===== src/rtl/dfe_seq_ctrl_if.sv =====
// Coefficient-bank write handshake between the DFE sequencer
// and the notch coefficient store.
interface dfe_seq_ctrl_if #(
    parameter int COEF_AW = 3
);
    logic               coef_we;
    logic [COEF_AW-1:0] coef_addr;
    logic               coef_ack;

    modport master (
        output coef_we,
        output coef_addr,
        input  coef_ack
    );

    modport slave (
        input  coef_we,
        input  coef_addr,
        output coef_ack
    );
endinterface


===== src/rtl/dfe_seq_ctrl.sv =====
// DFE chain sequencer: input/FD strobes, notch enable and the
// pause/drain/coefficient-reload/flush reconfiguration sequence.
module dfe_seq_ctrl #(
    parameter int IN_DIV   = 2,
    parameter int L        = 2,
    parameter int M        = 3,
    parameter int PH_W     = 2,
    parameter int PIPE_LAT = 4,
    parameter int NUM_COEF = 6,
    parameter int COEF_AW  = 3,
    parameter int ACK_TMO  = 15
) (
    input  logic            CLK,
    input  logic            RST,
    input  logic            enable,
    input  logic            cfg_start,
    dfe_seq_ctrl_if.master  coef,
    output logic            in_stb,
    output logic            fd_valid,
    output logic [PH_W-1:0] fd_phase,
    output logic            notch_en,
    output logic            flush,
    output logic            cfg_busy,
    output logic            cfg_done,
    output logic            cfg_err,
    output logic [2:0]      state
);

    localparam int DIV_W = (IN_DIV > 2) ? $clog2(IN_DIV) : 1;
    localparam int DRN_W = (PIPE_LAT > 2) ? $clog2(PIPE_LAT) : 1;
    localparam int TMO_W = (ACK_TMO > 2) ? $clog2(ACK_TMO) : 1;

    localparam logic [DIV_W-1:0]   DIV_LAST  = DIV_W'(IN_DIV - 1);
    localparam logic [DRN_W-1:0]   DRN_LAST  = DRN_W'(PIPE_LAT - 1);
    localparam logic [TMO_W-1:0]   TMO_LAST  = TMO_W'(ACK_TMO - 1);
    localparam logic [COEF_AW-1:0] ADDR_LAST = COEF_AW'(NUM_COEF - 1);
    localparam logic [PH_W-1:0]    STEP      = PH_W'(L);
    localparam logic [PH_W-1:0]    WRAP_AT   = PH_W'(M - L);

    typedef enum logic [2:0] {
        S_IDLE  = 3'd0,
        S_RUN   = 3'd1,
        S_DRAIN = 3'd2,
        S_LOAD  = 3'd3,
        S_FLUSH = 3'd4
    } state_t;

    state_t state_q;
    state_t state_d;

    logic [DIV_W-1:0]   div_q;
    logic [DRN_W-1:0]   drain_q;
    logic [TMO_W-1:0]   tmo_q;
    logic [COEF_AW-1:0] addr_q;
    logic [PH_W-1:0]    acc_q;
    logic [PH_W-1:0]    phase_q;
    logic               pend_q;
    logic               fdv_q;
    logic               notch_q;
    logic               done_q;
    logic               err_q;

    logic stb_hit;
    logic wrap;
    logic drain_last;
    logic ack_hit;
    logic ack_last;
    logic tmo_hit;

    // acc + L >= M  <=>  acc >= M - L, keeps the math in PH_W bits
    assign stb_hit    = (state_q == S_RUN) && (div_q == DIV_LAST);
    assign wrap       = acc_q >= WRAP_AT;
    assign drain_last = (state_q == S_DRAIN) && (drain_q == DRN_LAST);
    assign ack_hit    = (state_q == S_LOAD) && coef.coef_ack;
    assign ack_last   = ack_hit && (addr_q == ADDR_LAST);
    assign tmo_hit    = (state_q == S_LOAD) && !coef.coef_ack
                        && (tmo_q == TMO_LAST);

    always_ff @(posedge CLK) begin
        if (RST) begin
            state_q <= S_IDLE;
        end else begin
            state_q <= state_d;
        end
    end

    always_comb begin
        state_d = state_q;
        unique case (state_q)
            S_IDLE: begin
                if (cfg_start) begin
                    state_d = S_LOAD;
                end else if (enable) begin
                    state_d = S_RUN;
                end
            end
            S_RUN: begin
                if (cfg_start || !enable) begin
                    state_d = S_DRAIN;
                end
            end
            S_DRAIN: begin
                if (drain_last) begin
                    state_d = pend_q ? S_LOAD : S_IDLE;
                end
            end
            S_LOAD: begin
                if (ack_last) begin
                    state_d = S_FLUSH;
                end else if (tmo_hit) begin
                    state_d = S_IDLE;
                end
            end
            S_FLUSH: state_d = S_IDLE;
            default: state_d = S_IDLE;
        endcase
    end

    always_comb begin
        in_stb         = stb_hit;
        coef.coef_we   = 1'b0;
        coef.coef_addr = '0;
        flush          = 1'b0;
        cfg_busy       = 1'b0;
        unique case (state_q)
            S_DRAIN: cfg_busy = pend_q;
            S_LOAD: begin
                coef.coef_we   = 1'b1;
                coef.coef_addr = addr_q;
                cfg_busy       = 1'b1;
            end
            S_FLUSH: begin
                flush    = 1'b1;
                cfg_busy = 1'b1;
            end
            default: ;
        endcase
    end

    always_ff @(posedge CLK) begin
        if (RST) begin
            div_q   <= '0;
            drain_q <= '0;
            tmo_q   <= '0;
            addr_q  <= '0;
            acc_q   <= '0;
            phase_q <= '0;
            pend_q  <= 1'b0;
            fdv_q   <= 1'b0;
            notch_q <= 1'b0;
            done_q  <= 1'b0;
            err_q   <= 1'b0;
        end else begin
            if ((state_q == S_RUN) && (state_d == S_RUN)) begin
                div_q <= stb_hit ? '0 : div_q + 1'b1;
            end else begin
                div_q <= '0;
            end

            if ((state_q == S_DRAIN) && (state_d == S_DRAIN)) begin
                drain_q <= drain_q + 1'b1;
            end else begin
                drain_q <= '0;
            end

            if ((state_q == S_LOAD) && (state_d == S_LOAD)) begin
                addr_q <= ack_hit ? addr_q + 1'b1 : addr_q;
                tmo_q  <= ack_hit ? '0 : tmo_q + 1'b1;
            end else begin
                addr_q <= '0;
                tmo_q  <= '0;
            end

            if ((state_q == S_RUN) && cfg_start) begin
                pend_q <= 1'b1;
            end else if (state_d == S_IDLE) begin
                pend_q <= 1'b0;
            end

            // a timed-out reload leaves the accumulator untouched
            if (stb_hit) begin
                acc_q <= wrap ? acc_q - WRAP_AT : acc_q + STEP;
            end else if ((state_q == S_FLUSH)
                         || ((state_q == S_DRAIN) && (state_d == S_IDLE))) begin
                acc_q <= '0;
            end

            fdv_q   <= stb_hit && wrap;
            phase_q <= (stb_hit && wrap) ? acc_q - WRAP_AT : '0;
            notch_q <= fdv_q;
            done_q  <= state_q == S_FLUSH;
            err_q   <= tmo_hit;
        end
    end

    assign fd_valid = fdv_q;
    assign fd_phase = phase_q;
    assign notch_en = notch_q;
    assign cfg_done = done_q;
    assign cfg_err  = err_q;
    assign state    = state_q;

endmodule


===== src/flat_wrapper.sv =====
// flat-port wrapper written by rule: the top's interface ports become plain ports
module dfe_seq_ctrl_flat 
#(
    parameter int IN_DIV   = 2,
    parameter int L        = 2,
    parameter int M        = 3,
    parameter int PH_W     = 2,
    parameter int PIPE_LAT = 4,
    parameter int NUM_COEF = 6,
    parameter int COEF_AW  = 3,
    parameter int ACK_TMO  = 15
)
  (CLK, RST, enable, cfg_start, in_stb, fd_valid, fd_phase, notch_en, flush, cfg_busy, cfg_done, cfg_err, state, coef_coef_we, coef_coef_addr, coef_coef_ack);
  dfe_seq_ctrl_if #(.COEF_AW(COEF_AW)) coef_i ();
  input  logic CLK;
  input  logic RST;
  input  logic enable;
  input  logic cfg_start;
  output logic in_stb;
  output logic fd_valid;
  output logic [PH_W-1:0] fd_phase;
  output logic notch_en;
  output logic flush;
  output logic cfg_busy;
  output logic cfg_done;
  output logic cfg_err;
  output logic [2:0] state;
  output wire logic [$bits(coef_i.coef_we)-1:0] coef_coef_we;
  output wire logic [$bits(coef_i.coef_addr)-1:0] coef_coef_addr;
  input wire logic [$bits(coef_i.coef_ack)-1:0] coef_coef_ack;
  assign coef_coef_we = coef_i.coef_we;
  assign coef_coef_addr = coef_i.coef_addr;
  assign coef_i.coef_ack = coef_coef_ack;
  dfe_seq_ctrl #(.IN_DIV(IN_DIV), .L(L), .M(M), .PH_W(PH_W), .PIPE_LAT(PIPE_LAT), .NUM_COEF(NUM_COEF), .COEF_AW(COEF_AW), .ACK_TMO(ACK_TMO)) u_core (.CLK(CLK), .RST(RST), .enable(enable), .cfg_start(cfg_start), .coef(coef_i), .in_stb(in_stb), .fd_valid(fd_valid), .fd_phase(fd_phase), .notch_en(notch_en), .flush(flush), .cfg_busy(cfg_busy), .cfg_done(cfg_done), .cfg_err(cfg_err), .state(state));
endmodule

===== config.mk =====
export PLATFORM = sky130hd
export DESIGN_NAME = dfe_seq_ctrl_flat
export DESIGN_NICKNAME = d
export VERILOG_FILES = /design/src/rtl/dfe_seq_ctrl_if.sv /design/src/rtl/dfe_seq_ctrl.sv /design/src/flat_wrapper.sv
export SDC_FILE = /design/constraint.sdc
export NUM_CORES = 1
export LEC_CHECK = 0
export BUFFER_PORTS_ARGS = -buffer_cell sky130_fd_sc_hd__buf_2
export CORE_MARGIN = 2
export CORE_UTILIZATION = 45
export DETAILED_ROUTE_END_ITERATION = 12
export PLACE_DENSITY = 0.79
export SYNTH_ARGS = -nofsm -noshare
export SYNTH_HDL_FRONTEND = slang
export SYNTH_SLANG_ARGS = --single-unit

===== constraint.sdc =====
create_clock -name CLK -period 4.3 [get_ports CLK]
set_clock_uncertainty 0.05 [all_clocks]
set_input_delay 0.215 -clock CLK [delete_from_list [all_inputs] [get_ports CLK]]
set_output_delay 0.215 -clock CLK [all_outputs]
set_load 0.01 [all_outputs]

==> reports/results.tsv, run 1 <==
stage	metric	value	unit
global_route	largest net degree at the start of global routing	17	
worst_setup_path	Worst Setup Path Type	reg2out	
clock_tree	clk slew on worst S/H paths	0.12	ns
timing	worst relative slew slack	68.3	%
timing	Final Cycle Share	44.1	%
status	status	complete, no violations	
floorplanning	starting density of the core	46.9	%
synthesis	Synth Register Bits	22	
global_route	antenna violations before repair	0	
synthesis	Post-synth EDFFs	0	
timing	WHS	0.142	ns
clock_tree	CTS Buffer Depth	2	
placement	final HPWL from detailed placement	1.44	mm
detailed_routing	drt first pass iters	4	
finish	diodes inserted	0	
global_route	grt ovf	0	
clock_tree	postcts setup bufs	0	
floorplanning	die width	51.6	um
worst_setup_path	Worst setup SP type	flop	
synthesis	cell area after synthesis	1020	um^2
placement	I/O Buffers	20	
synthesis	Synth Instances	112	
floorplanning	Die Span Y	51.6	um
finish	Final Cell Area	1200	um^2
detailed_routing	Vias	848	
floorplanning	Die Footprint	2660	um^2
worst_setup_path	crit-path max FO	16	
finish	Area growth, synth to finish	17.7	%
timing	Final setup viols	0	
detailed_routing	WL per Instance	12.0	um
clock_tree	Clock Tree Root	clkbuf_4	
timing	endpoints failing hold	0	
clock_tree	CTS Hold Bufs	0	
finish	NumNets Final	147	
timing	fin. max-slew vios	0	
clock_tree	total CTS buffers	3	
worst_setup_path	Worst setup EP type	output pin	
detailed_routing	Detailed Route Iter0 Violations	13	
synthesis	YS warnings	0	
clock_tree	Clk Latency, worst-skew pair	0.31	ns
power_and_ir_drop	Pleak	0.000544	uW
finish	multi-input logic area	541	um^2
power_and_ir_drop	Final Power	415	uW
worst_setup_path	WP data arrival	1.63	ns
placement	Area after DPL	1150	um^2
timing	RSZ-0062 raised after global routing	no	
finish	Fill cells	212	
finish	FF/Latch Area	440	um^2
job	max-cap viol count	0	
finish	share of cells above drive strength 1	22.4	%
detailed_routing	DRC errors left	0	
placement	GP Congestion	0.804	
worst_hold_path	worst min path class	in2reg	
floorplanning	area of the core	2170	um^2
power_and_ir_drop	Worst VDD drop	0.246	mV
synthesis	ys flop type	dfxtp_1	
worst_setup_path	Buffers & Inverters on Critical Path	1	
global_route	Total Routing Usage GR	17.0	%
timing	Worst-Margin Slew	0.471	ns
worst_setup_path	critical path cell sequence	nand3b_1, nor2_1, buf_2	
synthesis	synthesized area per cell	9.09	um^2
worst_setup_path	Critical Path RT	4.03	ns
synthesis	asr flop ratio synth	0	%
timing	min cycle time layout	1.90	ns
clock_tree	H-tree level count	1	
floorplanning	I/O pin total	21	
timing	Fin Setup TNS	0	ns
floorplanning	# rows	17	
synthesis	register area share after synthesis	43.2	%
detailed_routing	routed wire length	1.94	mm
clock_tree	CTS tree	yes	
worst_setup_path	Top Family by Delay on Critical Path	flip-flops	
detailed_routing	Via density	5.23	
clock_tree	Sink Count	22	
worst_setup_path	Worst path slowest cell	dfxtp_1	
timing	fmax	527	MHz
power_and_ir_drop	PD cells	346	nW/um^2
worst_setup_path	R2R setup slack	2.58	ns
synthesis	Netlist cell types	33	
finish	post-route core utilization	55.2	%
synthesis	syn_nets	124	
clock_tree	post-CTS sizing	0	
detailed_routing	DRT antenna net count	0	
worst_setup_path	slowest cell delay on critical path	0.64	ns
global_route	first-pass GRT wire length	3.33	mm
global_route	vias in the first global route	763	
cells in the final DEF (no fill, tap or decap), types with 2 or more instances in the layout:
master and n:
dfxtp_1 22, buf_2 20, nor2_1 18, nor3_1 9
inv_1 8, nand2_1 7, ha_1 7, nor2b_1 4
clkbuf_4 3, nand4bb_1 2, nand2b_1 2, or2_2 2
o21ai_0 2, and3_1 2, a31oi_1 2, nand3_1 2
a21oi_1 2, xor2_1 2, xnor2_1 2
flip-flops by register name (all words and copies together), names as in the netlist:
register and cells:
u_core.notch_en 1, u_core.state 3, u_core.div_q 1, u_core.drain_q 2, u_core.addr_q 3, u_core.fd_phase 2, u_core.cfg_err 1, u_core.acc_q 2
u_core.fd_valid 1, u_core.pend_q 1, u_core.tmo_q 4, u_core.cfg_done 1
path summary, 6_finish.rpt:
path                         from                 to  cells after the start
setup / recovery  u_core.state[0]  coef_coef_addr[1]                      3
hold / removal      coef_coef_ack   u_core.addr_q[1]                      2
setup reg to reg  u_core.state[0]   u_core.addr_q[1]                      4
hold reg to reg      u_core.div_q       u_core.div_q                      1
synthesized netlist by cell type (2+ instances only):
cell / instances / area (um^2)
nand2_1: 7 / 26.3
and3_1: 2 / 12.5
xnor2_1: 2 / 17.5
nand3_1: 2 / 10.0
inv_1: 8 / 30.0
a21oi_1: 2 / 10.0
or2_2: 2 / 12.5
ha_1: 7 / 87.6
xor2_1: 2 / 17.5
nand4bb_1: 2 / 22.5
a31oi_1: 2 / 12.5
nand2b_1: 2 / 12.5
nor2_1: 18 / 67.6
dfxtp_1: 22 / 440
nor3_1: 9 / 45.0
clkbuf_1: 2 / 7.51
o21ai_0: 2 / 10.0
nor2b_1: 4 / 25.0
final cells by class:
cell class | count | area share, %
Multi-Input combinational cell | 80 | 45.1
Timing Repair Buffer | 20 | 8.35
Clock buffer | 3 | 1.88
Sequential cell | 22 | 36.7
Clock inverter | 1 | 2.51
Tap cell | 28 | 2.92
Inverter | 8 | 2.51
metal layers:
layer  GRT usage [%]  vias to the layer above  share of wire (%)  routed length, um
met5               0                        -                  0                  0
li1                -                      425                  -                  -
met3            2.87                        2                7.2                139
met2            28.0                       29                 49                950
met1            21.6                      392                 43                827
met4            7.89                        0                1.3                 26
power by group:
group	switching (uW)	internal [uW]
Sequential	8.70	208
Combinational	24.1	16.9
Clock	62.7	94.3
cell families (layout without fill, tap and decap cells):
logic type / count (synthesis) / after routing / synth area share, %
AO/OA/AOI/OAI: 12 / 12 / 9.21
XOR/XNOR: 4 / 4 / 3.44
adder cells (fa/ha/maj): 7 / 7 / 8.60
buffers and inverters: 10 / 32 / 3.69
flip-flops: 22 / 22 / 43.2
multiplexers: 1 / 1 / 0.983
AND/OR/NAND/NOR: 56 / 56 / 30.8
stage by stage:
step	std cells	setup WS [ns]
global route	162	2.29
global placement	158	2.73
finish	162	2.40
detailed placement	158	2.63
CTS	162	2.41
floorplan	112	2.91
No activity file was read; power rests on OpenSTA's default activity.
==> run 2: changes to the inputs <==
- clock period: 4.3 -> 1.8 ns (I/O delays scaled with it)
==> run 2 against run 1 <==
Core utilization is 1.3 points lower. Non-clock buffer count is the same. First-iteration DRC count fell by 7.7%. Total power increased by 100%. Highest routed layer unchanged.
==> reports/results.tsv, run 2 (synthesis results as in run 1) <==
stage	metric	value	unit	change
power_and_ir_drop	PD cells	710	nW/um^2	+110%
finish	Final Cell Area	1170	um^2	-2.4%
floorplanning	# rows	17		unchanged
clock_tree	clk slew on worst S/H paths	0.11	ns	about the same
timing	endpoints failing hold	0		unchanged
placement	I/O Buffers	20		unchanged
clock_tree	CTS tree	yes		
global_route	vias in the first global route	762		-0.13%
worst_hold_path	WHS Endpoint	u_core.addr_q[1]		
finish	diodes inserted	0		unchanged
global_route	first-pass GRT wire length	3.19	mm	-4.2%
global_route	antenna violations before repair	0		unchanged
worst_setup_path	critical path cell sequence	inv_1, ha_1, nand4b_1, nor2b_4, a221oi_2, and4b_1		
clock_tree	CTS Hold Bufs	0		unchanged
detailed_routing	routed wire length	1.92	mm	-1.4%
timing	fmax	627	MHz	
detailed_routing	Via density	5.22		-0.21%
timing	RSZ-0062 raised after global routing	no		
worst_hold_path	Worst Hold Launch	coef_coef_ack		
timing	Final setup viols	0		unchanged
finish	commonest cells after routing, fill and taps aside	21 x dfxtp_1, 20 x buf_2, 18 x nor2_1, 9 x nor3_1, 8 x inv_1		
floorplanning	area of the core	2170	um^2	unchanged
clock_tree	Clk Latency, worst-skew pair	0.30	ns	about the same
worst_hold_path	Hold Path Depth	2		unchanged
placement	pre-CTS WS	0.122	ns	-2.51 ns
finish	multi-input logic area	541	um^2	unchanged
clock_tree	postcts setup bufs	0		unchanged
detailed_routing	DRC errors left	0		unchanged
detailed_routing	DRT antenna net count	0		unchanged
clock_tree	H-tree level count	1		unchanged
placement	final HPWL from detailed placement	1.45	mm	+0.19%
detailed_routing	drt first pass iters	4		unchanged
power_and_ir_drop	Worst VDD drop	0.380	mV	+55%
worst_setup_path	Worst R2R Start	u_core.tmo_q[0]		
finish	Area growth, synth to finish	14.9	%	
finish	Fill cells	220		+3.8%
clock_tree	Clock Tree Root	clkbuf_4		
floorplanning	Die Span Y	51.6	um	unchanged
worst_setup_path	Top Family by Delay on Critical Path	simple AND/OR/NAND/NOR gates		
global_route	largest net degree at the start of global routing	17		unchanged
job	max-cap viol count	0		unchanged
power_and_ir_drop	Pleak	0.000530	uW	-2.5%
timing	Worst-Margin Slew	0.468	ns	-0.00304 ns
worst_setup_path	Worst setup SP type	flop		
worst_setup_path	crit-path max FO	4		-12
finish	most common cell after layout, fill and taps aside	dfxtp_1		
timing	Worst Setup Slack, final	0.205	ns	-2.20 ns
floorplanning	die width	51.6	um	unchanged
worst_hold_path	worst min path class	in2reg		
detailed_routing	Vias	841		-0.83%
timing	fin. max-slew vios	0		unchanged
worst_setup_path	R2R setup slack	0.21	ns	-2.37 ns
placement	GP Congestion	0.777		-3.4%
worst_setup_path	slowest cell delay on critical path	0.35	ns	-0.29 ns
clock_tree	Sink Count	22		unchanged
finish	NumNets Final	147		unchanged
worst_setup_path	reg2reg path depth	6		+2
timing	min cycle time layout	1.59	ns	
worst_setup_path	WP data arrival	1.80	ns	+0.17 ns
worst_setup_path	Critical Path RT	2.00	ns	-2.03 ns
floorplanning	starting density of the core	46.9	%	unchanged
clock_tree	CTS Buffer Depth	2		unchanged
status	status	complete, no violations		
finish	share of cells above drive strength 1	22.6	%	+0.17 points
timing	worst relative slew slack	68.6	%	+0.20 points
detailed_routing	Detailed Route Iter0 Violations	12		-1
worst_setup_path	FF-to-FF End	u_core.drain_q[1]		
timing	Fin Setup TNS	0	ns	unchanged
detailed_routing	WL per Instance	11.9	um	-0.78%
floorplanning	I/O pin total	21		unchanged
floorplanning	Die Footprint	2660	um^2	unchanged
clock_tree	post-CTS sizing	0		unchanged
worst_setup_path	Buffers & Inverters on Critical Path	1		unchanged
finish	FF/Latch Area	442	um^2	+0.28%
placement	Area after DPL	1150	um^2	unchanged
global_route	Total Routing Usage GR	16.2	%	-0.77 points
finish	register with the most flip-flops	u_core.tmo_q		
worst_setup_path	Worst Setup Path Type	reg2reg		
worst_setup_path	Worst setup EP type	flop		
global_route	grt ovf	0		unchanged
timing	Final Cycle Share	88.6	%	
clock_tree	total CTS buffers	3		unchanged
finish	max reg flops	4		unchanged
worst_setup_path	Worst path slowest cell	dfxtp_1		
## run 2: cell types whose count changed in the layout (fill, tap and decap cells not counted), sizes merged
cell | previous run | this run
bufinv | 1 | 0
## run 2: how the worst max path moves through the flow
stage | cells past startpoint | endpoint | start | slack (ns)
2_1_floorplan | 4 | u_core.drain_q[0] | u_core.state[0] | 0.41
3_3_place_gp | 4 | u_core.drain_q[1] | u_core.state[0] | 0.23
3_5_place_dp | 4 | u_core.drain_q[1] | u_core.state[0] | 0.12
4_1_cts | 3 | coef_coef_addr[1] | u_core.state[0] | 0.05
5_1_grt | 6 | u_core.drain_q[1] | u_core.tmo_q[0] | 0.08
6_report | 6 | u_core.drain_q[1] | u_core.tmo_q[0] | 0.21
## run 2: per-layer routing
layer	track usage, %	vias up	routed length, um
met5	0	-	0
met4	7.89	0	13
met3	3.45	2	78
met2	26.7	19	934
met1	20.0	396	890
li1	-	424	-
## run 2: area by class of cell
cell class | instances | area share [%]
Inverter | 8 | 2.57
Sequential cell | 22 | 37.8
Tap cell | 28 | 2.99
Clock buffer | 3 | 1.93
Multi-Input combinational cell | 80 | 46.2
Timing Repair Buffer | 20 | 8.56
## run 2: metrics by stage
step	hold WS, ns	util (%)	cells	total power [uW]
final	0.0341	53.9	161	831
after global routing	0.0218	53.9	161	876
after CTS	0.0198	53.9	161	842
after detailed placement	0.353	52.8	158	627
after global placement	0.337	52.8	158	622
after floorplan	0.112	-	112	591
## run 2: where the power goes
| group | leakage [uW] | switching (uW) | internal [uW] |
|---|---|---|---|
| Sequential | 0.000178 | 21.0 | 498 |
| Clock | 0.0000138 | 135 | 78.0 |
| Combinational | 0.000338 | 58.7 | 40.4 |
==> run 3: changes to the inputs <==
- PLACE_DENSITY: 0.79 -> 0.76
==> run 3 against run 2 <==
Total power is 21% higher. Via count rose by 3.9%. Critical path type is now reg2out. Highest routed layer unchanged. Combinational power grew 13%.
==> reports/results.tsv, run 3 (synthesis results as in run 1) <==
stage	metric	value	unit	change
clock_tree	total CTS buffers	3		unchanged
detailed_routing	DRC errors left	0		unchanged
global_route	vias in the first global route	826		+8.4%
clock_tree	clk slew on worst S/H paths	0.13	ns	+0.02 ns
global_route	met2 Usage GRT	28.4	%	+1.7 points
finish	NumNets Final	150		+2.0%
clock_tree	Clk Latency, worst-skew pair	0.31	ns	about the same
floorplanning	die width	51.6	um	unchanged
worst_setup_path	Worst setup SP type	flop		
worst_setup_path	Worst setup EP type	output pin		
worst_setup_path	FF-to-FF End	u_core.drain_q[0]		
placement	I/O Buffers	20		unchanged
worst_hold_path	worst min path class	in2reg		
timing	endpoints failing hold	0		unchanged
detailed_routing	drt first pass iters	4		unchanged
floorplanning	starting density of the core	46.9	%	unchanged
status	status	complete, no violations		
worst_hold_path	Worst Hold Launch	RST		
global_route	global route hottest layer	met2		
detailed_routing	Via density	5.30		+1.4%
placement	final HPWL from detailed placement	1.53	mm	+5.7%
detailed_routing	routed wire length	2.06	mm	+7.6%
floorplanning	area of the core	2170	um^2	unchanged
floorplanning	Die Footprint	2660	um^2	unchanged
finish	most common cell after layout, fill and taps aside	dfxtp_1		
finish	diodes inserted	0		unchanged
worst_setup_path	Worst path slowest cell	dfxtp_1		
clock_tree	CTS tree	yes		
clock_tree	Clock Tree Root	clkbuf_4		
finish	Cell Count, Final, Fillers Out	165		+2.5%
worst_setup_path	R2R setup slack	0.22	ns	about the same
power_and_ir_drop	Worst VDD drop	0.701	mV	+84%
timing	RSZ-0062 raised after global routing	no		
finish	Fill cells	202		-8.2%
global_route	largest net degree at the start of global routing	17		unchanged
detailed_routing	Vias	874		+3.9%
global_route	first-pass GRT wire length	3.53	mm	+11%
timing	worst relative slew slack	72.1	%	+3.6 points
worst_hold_path	Hold Path Depth	2		unchanged
job	max-cap viol count	0		unchanged
timing	fin. max-slew vios	0		unchanged
worst_setup_path	slowest cell delay on critical path	0.42	ns	+0.07 ns
clock_tree	Sink Count	22		unchanged
timing	min cycle time layout	1.62	ns	+0.0292 ns
detailed_routing	WL per Instance	12.5	um	+5.0%
worst_setup_path	Worst Setup Path Type	reg2out		
timing	Fin Setup TNS	0	ns	unchanged
floorplanning	Die Span Y	51.6	um	unchanged
finish	commonest cells after routing, fill and taps aside	22 x dfxtp_1, 20 x buf_2, 18 x nor2_1, 9 x nor3_1, 8 x inv_1		
finish	max reg flops	4		unchanged
worst_setup_path	reg2reg path depth	6		unchanged
detailed_routing	Detailed Route Iter0 Violations	17		+5
detailed_routing	DRT antenna net count	0		unchanged
finish	register with the most flip-flops	u_core.tmo_q		
finish	Area growth, synth to finish	20.1	%	
timing	Final Cycle Share	90.2	%	+1.6 points
worst_setup_path	crit-path max FO	9		+5
global_route	antenna violations before repair	0		unchanged
global_route	GR Util met1	21.9	%	+2.0 points
placement	GP Congestion	0.784		+0.80%
timing	fmax	616	MHz	-1.8%
worst_hold_path	WHS Endpoint	u_core.fd_valid		
global_route	grt met3 use	6.32	%	+2.9 points
placement	placed cell count	160		+1.3%
clock_tree	H-tree level count	1		unchanged
worst_setup_path	Worst R2R Start	u_core.tmo_q[0]		
worst_setup_path	Critical Path RT	1.66	ns	-0.34 ns
clock_tree	CTS Buffer Depth	2		unchanged
power_and_ir_drop	Pleak	0.000558	uW	+5.2%
global_route	Total Routing Usage GR	17.8	%	+1.6 points
worst_setup_path	critical path cell sequence	buf_4, or2_2, o21ai_0, buf_2		
finish	share of cells above drive strength 1	23.4	%	+0.80 points
timing	Final setup viols	0		unchanged
worst_setup_path	WP data arrival	1.48	ns	-0.32 ns
floorplanning	I/O pin total	21		unchanged
floorplanning	# rows	17		unchanged
timing	Worst-Margin Slew	0.415	ns	-0.0531 ns
global_route	grt ovf	0		unchanged
power_and_ir_drop	PD cells	822	nW/um^2	+16%
## run 3: cell types whose count changed in the layout (fill, tap and decap cells not counted), sizes merged
| cell | before | now |
|---|---|---|
| buf | 20 | 22 |
| bufinv | 0 | 1 |
| dlygate4sd3 | 0 | 1 |
## run 3: stage by stage
step                power [uW]  cell area [um^2]  hold slack, ns  util [%]  worst slack (ns)
floorplan                  591              1020           0.112         -             0.406
global placement           628              1160           0.331      53.5             0.316
detailed placement         632              1160           0.343      53.5             0.271
CTS                       1010              1220          0.0723      56.4             0.178
global route              1050              1220          0.0774      56.4            0.0701
finish                    1010              1220          0.0831      56.4             0.176
## run 3: critical path, delay by kind of cell (launching register included)
kind	cells	cell delay, ns
DFF	1	0.42
and+or+nand+nor	1	0.32
buffers and inverters	2	0.36
AOI/OAI and AO/OA	1	0.08
## run 3: final cells by class
type	instances	area, um^2	share of cell area (%)
Clock buffer	3	22.5	1.84
Clock inverter	1	30.0	2.45
Inverter	8	30.0	2.45
Multi-Input combinational cell	80	541	44.2
Sequential cell	22	440	36.0
Tap cell	28	35.0	2.86
Timing Repair Buffer	23	125	10.2
## run 3: per-layer routing
layer	up-vias	routed length [um]
li1	434	-
met5	-	0
met2	23	978
met4	0	51
met1	411	925
met3	6	108
## run 3: what timing repair did
action	CTS	global route
hold endpoints to repair	1	0
resized for setup	0	0
hold buffers	1	0
endpoints found under the setup margin	0	0
buffers inserted	0	0
## run 3: worst max-delay path by stage
stage	startpoint	to	slack, ns	depth (start not counted)
detailed placement	u_core.tmo_q[0]	u_core.drain_q[1]	0.27	6
global route	u_core.state[0]	cfg_busy	0.07	4
global placement	u_core.state[1]	u_core.addr_q[1]	0.32	4
CTS	u_core.state[0]	cfg_busy	0.18	4
finish	u_core.state[0]	cfg_busy	0.18	4
floorplan	u_core.state[0]	u_core.drain_q[0]	0.41	4
## run 3: where the power goes
part           internal, uW  leakage [uW]  switching [uW]  total (uW)
Clock                   225     0.0000279             156         381
Sequential              497      0.000178            16.1         514
Combinational          45.5      0.000352            66.3         112
